File: src/rtl/m68k_bus_arbiter.sv
// 68000 bus mastership arbiter: Pi bus-cycle FSM vs external DMA (BR/BG/BGACK).
// Define ARB_STATS_EN to count completed external tenures on ext_tenures.
module m68k_bus_arbiter #(
   parameter int SYNC_STAGES   = 3,
   parameter int GRANT_TIMEOUT = 8
) (
   input  logic        c200m,
   input  logic        rst_n,
   input  logic        M68K_CLK,
   input  logic        M68K_BR_n,
   input  logic        M68K_BGACK_n,
   input  logic        op_req,
   input  logic        op_done,
   output logic        M68K_BG_n,
   output logic        op_grant,
   output logic        ext_owner,
   output logic        op_overrun,
   output logic [15:0] ext_tenures
);

   typedef enum logic [2:0] {
      S_IDLE,
      S_BUSY,
      S_GRANT,
      S_EXT,
      S_RECOVER
   } state_t;

   state_t r_state;
   state_t w_state_nx;

   logic [SYNC_STAGES-1:0] r_clk_s;
   logic [SYNC_STAGES-1:0] r_br_s;
   logic [SYNC_STAGES-1:0] r_bgack_s;

   logic       w_c7m_rise;
   logic       w_c7m_fall;
   logic       w_br;
   logic       w_bgack;
   logic       w_grant;
   logic       r_pending;
   logic       r_overrun;
   logic       r_bg_n;
   logic [7:0] r_tcnt;
   logic [7:0] w_tcnt_nx;
   logic [7:0] w_tcnt_inc;

   // Strobes and bus requests idle negated out of reset.
   always_ff @(posedge c200m or negedge rst_n) begin
      if (!rst_n) begin
         r_clk_s   <= '0;
         r_br_s    <= '1;
         r_bgack_s <= '1;
      end else begin
         r_clk_s   <= {r_clk_s[SYNC_STAGES-2:0], M68K_CLK};
         r_br_s    <= {r_br_s[SYNC_STAGES-2:0], M68K_BR_n};
         r_bgack_s <= {r_bgack_s[SYNC_STAGES-2:0], M68K_BGACK_n};
      end
   end

   assign w_c7m_fall = r_clk_s[SYNC_STAGES-1] & ~r_clk_s[SYNC_STAGES-2];
   assign w_c7m_rise = ~r_clk_s[SYNC_STAGES-1] & r_clk_s[SYNC_STAGES-2];
   assign w_br       = ~r_br_s[SYNC_STAGES-1];
   assign w_bgack    = ~r_bgack_s[SYNC_STAGES-1];
   assign w_tcnt_inc = (r_tcnt == 8'hFF) ? r_tcnt : r_tcnt + 8'd1;

   always_comb begin
      w_state_nx = r_state;
      w_tcnt_nx  = r_tcnt;
      w_grant    = 1'b0;
      unique case (r_state)
         S_IDLE: begin
            if (w_br && w_c7m_fall) begin
               w_state_nx = S_GRANT;
            end else if (r_pending && !w_br) begin
               w_grant    = 1'b1;
               w_state_nx = S_BUSY;
            end
         end
         S_BUSY: begin
            if (op_done) w_state_nx = S_IDLE;
         end
         S_GRANT: begin
            if (w_bgack) begin
               w_state_nx = S_EXT;
               w_tcnt_nx  = 8'd0;
            end else if (w_br) begin
               w_tcnt_nx = 8'd0;
            end else if (w_c7m_fall) begin
               // Requester vanished without acknowledging: withdraw BG.
               if (w_tcnt_inc == 8'(GRANT_TIMEOUT)) begin
                  w_state_nx = S_IDLE;
                  w_tcnt_nx  = 8'd0;
               end else begin
                  w_tcnt_nx = w_tcnt_inc;
               end
            end
         end
         S_EXT: begin
            if (!w_bgack) w_state_nx = S_RECOVER;
         end
         S_RECOVER: begin
            if (w_c7m_rise) w_state_nx = S_IDLE;
         end
         default: w_state_nx = S_IDLE;
      endcase
   end

   always_ff @(posedge c200m or negedge rst_n) begin
      if (!rst_n) begin
         r_state   <= S_IDLE;
         r_tcnt    <= 8'd0;
         r_bg_n    <= 1'b1;
         r_pending <= 1'b0;
         r_overrun <= 1'b0;
      end else begin
         r_state   <= w_state_nx;
         r_tcnt    <= w_tcnt_nx;
         r_bg_n    <= (w_state_nx != S_GRANT);
         r_pending <= op_req | (r_pending & ~w_grant);
         if (op_req && r_pending && !w_grant) r_overrun <= 1'b1;
      end
   end

   assign M68K_BG_n  = r_bg_n;
   assign op_grant   = w_grant;
   assign op_overrun = r_overrun;
   assign ext_owner  = (r_state == S_GRANT) ||
                       (r_state == S_EXT) ||
                       (r_state == S_RECOVER);

`ifdef ARB_STATS_EN
   logic [15:0] r_tenures;

   always_ff @(posedge c200m or negedge rst_n) begin
      if (!rst_n) begin
         r_tenures <= 16'h0000;
      end else if (r_state == S_EXT && !w_bgack) begin
         r_tenures <= r_tenures + 16'd1;
      end
   end

   assign ext_tenures = r_tenures;
`else
   assign ext_tenures = 16'h0000;
`endif

endmodule
File: config.mk
export PLATFORM = sky130hd
export DESIGN_NAME = m68k_bus_arbiter
export DESIGN_NICKNAME = d
export VERILOG_FILES = /design/src/rtl/m68k_bus_arbiter.sv
export SDC_FILE = /design/constraint.sdc
export NUM_CORES = 1
export LEC_CHECK = 0
export ABC_CLOCK_PERIOD_IN_PS = 2550
export CELL_PAD_IN_SITES_DETAIL_PLACEMENT = 0
export CELL_PAD_IN_SITES_GLOBAL_PLACEMENT = 1
export CORE_MARGIN = 2
export CORE_UTILIZATION = 38
export CTS_CLUSTER_DIAMETER = 40
export DETAILED_ROUTE_END_ITERATION = 12
export PLACE_DENSITY_LB_ADDON = 0.2
export SLEW_MARGIN = 10
export SYNTH_ARGS = -nofsm -noshare
export SYNTH_HDL_FRONTEND = slang
export SYNTH_SLANG_ARGS = --single-unit
File: constraint.sdc
create_clock -name c200m -period 2.55 [get_ports c200m]
set_input_delay 0.51 -clock c200m [delete_from_list [all_inputs] [get_ports c200m]]
set_output_delay 0.51 -clock c200m [all_outputs]
set_load 0.03 [all_outputs]
==> impl_results.md, run 1 <==
* Status: complete, no violations
* I/O pin count at 27
* # H-tree levels at 1
* CTS tree: built
* Number of vias after detailed routing at about 880
* Sequential element share of the synthesized area at 0.472
* Half-perimeter wire length of the detailed placement result at 1.56 mm
* Dominant delay contributor by cell family on the critical path: simple AND/OR/NAND/NOR gates
* Final Util at 0.438
* Number of enable-type register cells in the synthesized netlist at 0
* Max Clk Rate at roughly 440 MHz
* Final period utilization at 0.899
* Kind of start point of the critical path: register
* Number of pins with negative max-slew slack in the final report at 0
* Post-synth top area share at 0.323
* Synth cell count leaders: 16 x sky130_fd_sc_hd__buf_4, 16 x sky130_fd_sc_hd__dfrtp_1, 14 x sky130_fd_sc_hd__nand2_1
* Finish-stage setup viols at 0
* TritonCTS Buffers at 3
* Met1 WL at 1.03 mm
* Area contributors post-synth: sky130_fd_sc_hd__dfrtp_1 32%, sky130_fd_sc_hd__dfstp_2 15%, sky130_fd_sc_hd__buf_4 9.7%, sky130_fd_sc_hd__nand2_1 4.2%, sky130_fd_sc_hd__a21o_1 2.4%
* ANT nets after route at 0
* Cells after Synth at 123
* Worst Hold Margin at between 0.3 and 0.4 ns
* Die height at approximately 61 microns
* Area of the core region at slightly above 3000 sq um
* Routability cong. at 0.808
* Mapped Area at 1240 sq um
* VDD IR-drop max at 0.000283 V
* Total Die Area at ~3700 sq um
* Cell at the slowest stage of the critical path: sky130_fd_sc_hd__dfrtp_1
* Number of antenna violations at the first check in global routing at 0
* DIE WIDTH at 61.1 microns
* Area leader, netlist: sky130_fd_sc_hd__dfrtp_1
* Clock insertion delay at the later pin of the skew report at about 0.31 ns
* Count of port buffers added during placement at 10
* Final wirelength at between 2 and 2.5 mm
* GR Util All Layers at 0.130
* Number of buffers on the longest clock path at 2
* Tightest Pin Transition at 0.684 ns
* WP data required at 2.04 ns
* Placed cell count at 174
* Biggest fanout along the worst timing path at 6
* Largest stage delay, worst path at 0.46 ns
* Number of antenna diodes at 0
* Vias per cell at 4.95
* Met3 WL at 85 microns
* CP Buf/Inv Count at 2
* Crit path arrival time at 1.78 ns
* Max-slew headroom at 0.544
* Number of iterations in the first detailed-routing pass at 4
* Clock tree root driver cell: sky130_fd_sc_hd__clkbuf_4
* Count of unresolved DRC violations after routing at 0
* RSZ-0062 raised after global routing: no
* First-pass GRT wire length at 3.61 mm
* Largest net degree at the start of global routing at 24
* Start-to-end type of the worst setup path: register to output port
* Fraction of layout instances using a drive strength above 1 at 0.164
* DRT iter0 DRCs at 23
* Site row count at 20
* Clock skew after layout at between 0.003 and 0.004 ns
* WL per Instance at 12.2 microns
* Sum of met2 wire segment lengths after detailed routing at 1.04 mm
* # clock sinks at 23
* Post-route minimum period at 2.29 ns
* Static leakage at 0.573 nW
* Highest metal layer with signal wires: met4
* Net count of the finished layout at 143
* Endpoint class of the critical path: output port
* Proportion of synthesized flip-flops having asynchronous set or reset at 1.00
* Final setup TNS at 0 ns
* Count of hold-fix buffers inserted at cts at 0
* Most used flip-flop cell after synthesis: sky130_fd_sc_hd__dfrtp_1
* Synthesized area per cell at 10.1 sq um
* Netlist cell types at 45
* Vias in the first global route at just under 800
* Clock Pin Slew Worst Setup and Hold Paths at 0.14 ns
* Worst hold-check path type: register to register
* Reported max-cap violation count at 0
* Areal power density over the cells at 723 nW/um^2
* Initial cell density of the core at 0.402
* Critical path, cell by cell: nor2_1 -> nand3_1 -> or2_2 -> inv_1 -> dlygate4sd2_1
* Number of inserted filler cells in the final layout at 308
* Count of state elements after synthesis at 23
* Cell Count, Final, Fillers Out at 178
* Final hold violations at 0
* Synthesis-to-layout area growth at 8.79%
* Remaining global-route overflow at 0
* Number of warnings printed during yosys synthesis at 0
==> final timing paths <==
path / from / slack [ns] / depth (start not counted) / endpoint
worst min register to register: r_clk_s[0] / 0.36 / 0 / r_clk_s[1]
min in group asynchronous: rst_n / 0.54 / 2 / r_clk_s[0]
worst max-delay path: r_state[1] / 0.26 / 5 / op_grant
worst min-delay path: r_clk_s[0] / 0.36 / 0 / r_clk_s[1]
worst max register to register: r_tcnt[0] / 0.45 / 6 / r_tcnt[3]
max in group asynchronous: rst_n / 1.73 / 2 / r_bgack_s[2]
==> logic make-up (layout without fill, tap and decap cells) <==
logic type / count (synthesis) / after routing / share of synthesized area
AND/OR/NAND/NOR: 41 / 41 / 0.180
AO/OA/AOI/OAI: 33 / 33 / 0.199
flip-flops: 23 / 23 / 0.472
buffers and inverters: 23 / 19 / 0.124
adder cells (fa/ha/maj): 1 / 1 / 0.0101
other: 1 / 16 / 0.00303
multiplexers: 1 / 1 / 0.0121
==> per-stage QoR <==
stage	power [W]	cell area (sq um)	setup WS, ns
2_1_floorplan	0.000722	1290	0.662
3_3_place_gp	0.000809	1320	0.370
3_5_place_dp	0.000811	1320	0.333
4_1_cts	0.000984	1350	0.240
5_1_grt	0.00104	1350	0.120
6_report	0.000974	1350	0.258
==> area by class of cell <==
cell class,instances,area (sq um),share of cell area
sequential,23,584,0.434
multi-input combinational,92,557,0.413
timing repair buffer,11,106,0.0789
tap,44,55.1,0.0409
clock buffer,3,22.5,0.0167
inverter,4,15.0,0.0111
clock inverter,1,7.51,0.00557
==> cell usage in the layout (no fill, tap or decap), types with 4 or more instances in the layout <==
cell / n
sky130_fd_sc_hd__dfrtp_1: 16
sky130_fd_sc_hd__nand2_1: 14
sky130_fd_sc_hd__clkdlybuf4s50_1: 9
sky130_fd_sc_hd__o21ai_1: 4
sky130_fd_sc_hd__nor2_1: 5
sky130_fd_sc_hd__a21o_1: 4
sky130_fd_sc_hd__dfstp_2: 7
sky130_fd_sc_hd__o21ai_0: 4
sky130_fd_sc_hd__conb_1: 16
sky130_fd_sc_hd__inv_1: 4
sky130_fd_sc_hd__a21oi_1: 4
==> worst reg2reg max path: stages (launching register included) <==
cell	delay, ns
sky130_fd_sc_hd__dfrtp_1	0.51
sky130_fd_sc_hd__ha_1	0.29
sky130_fd_sc_hd__nand3_2	0.14
sky130_fd_sc_hd__or3_1	0.50
sky130_fd_sc_hd__mux2_4	0.35
sky130_fd_sc_hd__and3_1	0.18
sky130_fd_sc_hd__o22ai_2	0.08
==> per-layer routing <==
layer / GRT usage / vias to the layer above
li1: - / 428
met1: 0.188 / 430
met2: 0.198 / 21
met3: 0.0189 / 2
met4: 0.0466 / 0
met5: 0 / -
==> report_power, final <==
| group | internal (W) | switching (W) | total, W |
|---|---|---|---|
| logic | 0.000128 | 0.000195 | 0.000324 |
| registers | 0.000420 | 0.0000536 | 0.000474 |
| clock network | 0.0000597 | 0.000117 | 0.000176 |
| total | 0.000608 | 0.000366 | 0.000974 |
==> flip-flops by register name, summed over array words and instances, names as in the netlist <==
signal and cells:
r_clk_s 3, r_state 3, r_bgack_s 3, op_overrun 1, r_pending 1, r_br_s 3
M68K_BG_n 1, r_tcnt 8
==> timing repair <==
item | in CTS | in global routing
setup endpoints to repair | 1 | 0
resized for setup | 1 | 0
setup buffers | 0 | 0
Note: power is estimated with default switching activity, not from simulation.
==> run 2: changes to the inputs <==
--- a/config.mk
+++ b/config.mk
@@ -6,5 +6,5 @@
 export NUM_CORES = 1
 export LEC_CHECK = 0
-export ABC_CLOCK_PERIOD_IN_PS = 2550
+export ABC_CLOCK_PERIOD_IN_PS = 2500
 export CELL_PAD_IN_SITES_DETAIL_PLACEMENT = 0
 export CELL_PAD_IN_SITES_GLOBAL_PLACEMENT = 1
==> constraint.sdc (replaced) <==
create_clock -name c200m -period 2.5 [get_ports c200m]
set_input_delay 0.5 -clock c200m [delete_from_list [all_inputs] [get_ports c200m]]
set_output_delay 0.5 -clock c200m [all_outputs]
set_load 0.005 [all_outputs]
==> impl_results.md, run 2 (synthesis gave the netlist of run 1 again) <==
* Status: complete, no violations
* Count of port buffers added during placement at 10 (unchanged)
* Clock tree root driver cell: sky130_fd_sc_hd__clkbuf_4
* Number of iterations in the first detailed-routing pass at 4 (unchanged)
* Finish-stage setup viols at 0 (unchanged)
* Placed cell count at 174 (unchanged)
* Crit path arrival time at 1.86 ns (+0.08 ns)
* Site row count at 20 (unchanged)
* VDD IR-drop max at 0.000351 V (+24%)
* Final wirelength at 2.03 mm (-6.7%)
* Number of buffers on the longest clock path at 2 (unchanged)
* Leading cell types in the layout, fill and taps excluded: 16 x sky130_fd_sc_hd__conb_1, 15 x sky130_fd_sc_hd__dfrtp_1, 14 x sky130_fd_sc_hd__nand2_1, 10 x sky130_fd_sc_hd__clkdlybuf4s50_1, 7 x sky130_fd_sc_hd__dfstp_2
* Met3 global-route usage at 0.0378 (+0.0189)
* Met1 capacity usage during global routing at 0.164 (-0.0240)
* Number of antenna violations at the first check in global routing at 0 (unchanged)
* Register ranked first by flip-flop count: r_tcnt
* Max-slew headroom at 0.599 (+0.0547)
* Number of vias after detailed routing at 852 (-3.3%)
* Count of hold-fix buffers inserted at cts at 0 (unchanged)
* Largest net degree at the start of global routing at 24 (unchanged)
* Number of inserted filler cells in the final layout at 303 (-1.6%)
* Number of antenna diodes at 0 (unchanged)
* DRT iter0 DRCs at 17 (-26%)
* Worst hold-check path type: register to register
* Vias per cell at 4.79 (-3.3%)
* Final hold violations at 0 (unchanged)
* Biggest fanout along the worst timing path at 6 (unchanged)
* Static leakage at 0.572 nW (-0.20%)
* Placement Setup Slack at 0.466 ns (+0.133 ns)
* CTS tree: built
* Gr busiest metal: met2
* TritonCTS Buffers at 3 (unchanged)
* # H-tree levels at 1 (unchanged)
* Areal power density over the cells at 674 nW/um^2 (-6.8%)
* Power after layout at 0.000908 W (-6.8%)
* Vias in the first global route at 796 (+1.8%)
* Synthesis-to-layout area growth at 8.79% (unchanged)
* Final period utilization at 0.946
* FF-to-FF setup slack at 0.43 ns (-0.02 ns)
* Tightest Pin Transition at 0.602 ns (-0.0820 ns)
* Fraction of layout instances using a drive strength above 1 at 0.172 (+0.00746)
* Half-perimeter wire length of the detailed placement result at 1.49 mm (-4.6%)
* Clock Pin Slew Worst Setup and Hold Paths at 0.12 ns (-0.02 ns)
* GRT met2 Usage at 0.223 (+0.0258)
* Flip-flop count of the largest register after layout at 8 (unchanged)
* # clock sinks at 23 (unchanged)
* Area of the core region at 3080 sq um (unchanged)
* RSZ-0062 raised after global routing: no
* Final Util at 0.438 (unchanged)
* Kind of start point of the critical path: register
* WP data required at 2.00 ns (-0.04 ns)
* Remaining global-route overflow at 0 (unchanged)
* ANT nets after route at 0 (unchanged)
* I/O pin count at 27 (unchanged)
* Number of pins with negative max-slew slack in the final report at 0 (unchanged)
* Most common library cell in the layout ignoring fill and taps: sky130_fd_sc_hd__conb_1
* Post-route minimum period at 2.36 ns
* Count of unresolved DRC violations after routing at 0 (unchanged)
* Cell Count, Final, Fillers Out at 178 (unchanged)
* First-pass GRT wire length at 3.58 mm (-0.75%)
* Clock skew after layout at 0.00161 ns (-0.00209 ns)
* Max Clk Rate at 423 MHz
* Net count of the finished layout at 143 (unchanged)
* DIE WIDTH at 61.1 microns (unchanged)
* Initial cell density of the core at 0.402 (unchanged)
* Endpoint class of the critical path: output port
* GR Util All Layers at 0.132 (+0.00220)
* Total Die Area at 3730 sq um (unchanged)
* Final setup TNS at 0 ns (unchanged)
* Clock insertion delay at the later pin of the skew report at 0.30 ns (about the same)
* Reported max-cap violation count at 0 (unchanged)
* Routability cong. at 0.790 (-2.2%)
* Die height at 61.1 microns (unchanged)
* WL per Instance at 11.4 microns (-6.7%)
* Start-to-end type of the worst setup path: register to output port
* Slack of the critical path at 0.135 ns (-0.123 ns)
[run 2: area by class of cell]
cell class                 instances  area (sq um)  area share
inverter                           4          15.0      0.0111
timing repair buffer              11           108      0.0799
sequential                        23           586       0.435
clock buffer                       3          22.5      0.0167
clock inverter                     1          5.00     0.00371
tap                               44          55.1      0.0409
multi-input combinational         92           557       0.413
[run 2: worst max-delay path, stage by stage, from the launching register on]
cell	delay (ns)
sky130_fd_sc_hd__dfrtp_2	0.46
sky130_fd_sc_hd__nor2_1	0.14
sky130_fd_sc_hd__nand3_1	0.11
sky130_fd_sc_hd__or2_2	0.31
sky130_fd_sc_hd__inv_1	0.06
sky130_fd_sc_hd__clkdlybuf4s50_1	0.48
[run 2: per-layer routing]
metal	wire length (microns)	vias to the layer above
met5	0	-
met4	19	0
met3	87	2
met2	978	17
met1	944	401
li1	-	432
[run 2: final timing paths]
path / start / to / cells after the start
max reg2reg: r_tcnt[0] / M68K_BG_n / 6
max in group asynchronous: rst_n / M68K_BG_n / 2
max: r_state[1] / op_grant / 5
min in group asynchronous: rst_n / r_clk_s[0] / 2
min: r_br_s[0] / r_br_s[1] / 0
min reg2reg: r_br_s[0] / r_br_s[1] / 0
[run 2: timing repair]
action                     CTS  global route
gates resized for setup      0             1
setup buffers                0             0
setup endpoints to repair    0             1
[run 2: per-stage QoR]
step           instance area (sq um)  hold WS (ns)
6_report                        1350         0.364
5_1_grt                         1350         0.369
4_1_cts                         1350         0.367
3_5_place_dp                    1320         0.342
3_3_place_gp                    1320         0.332
2_1_floorplan                   1290         0.204
[run 2: power by group]
part	switching, W	total (W)	internal [W]
Clock	0.000108	0.000167	0.0000597
Sequential	0.0000551	0.000485	0.000430
Combinational	0.000120	0.000255	0.000135
==> run 3: changes to the inputs <==
SLEW_MARGIN = 30   (was 10)
==> results of run 3 <==
No change in the layout: final DEF, timing and power equal those of run 2.
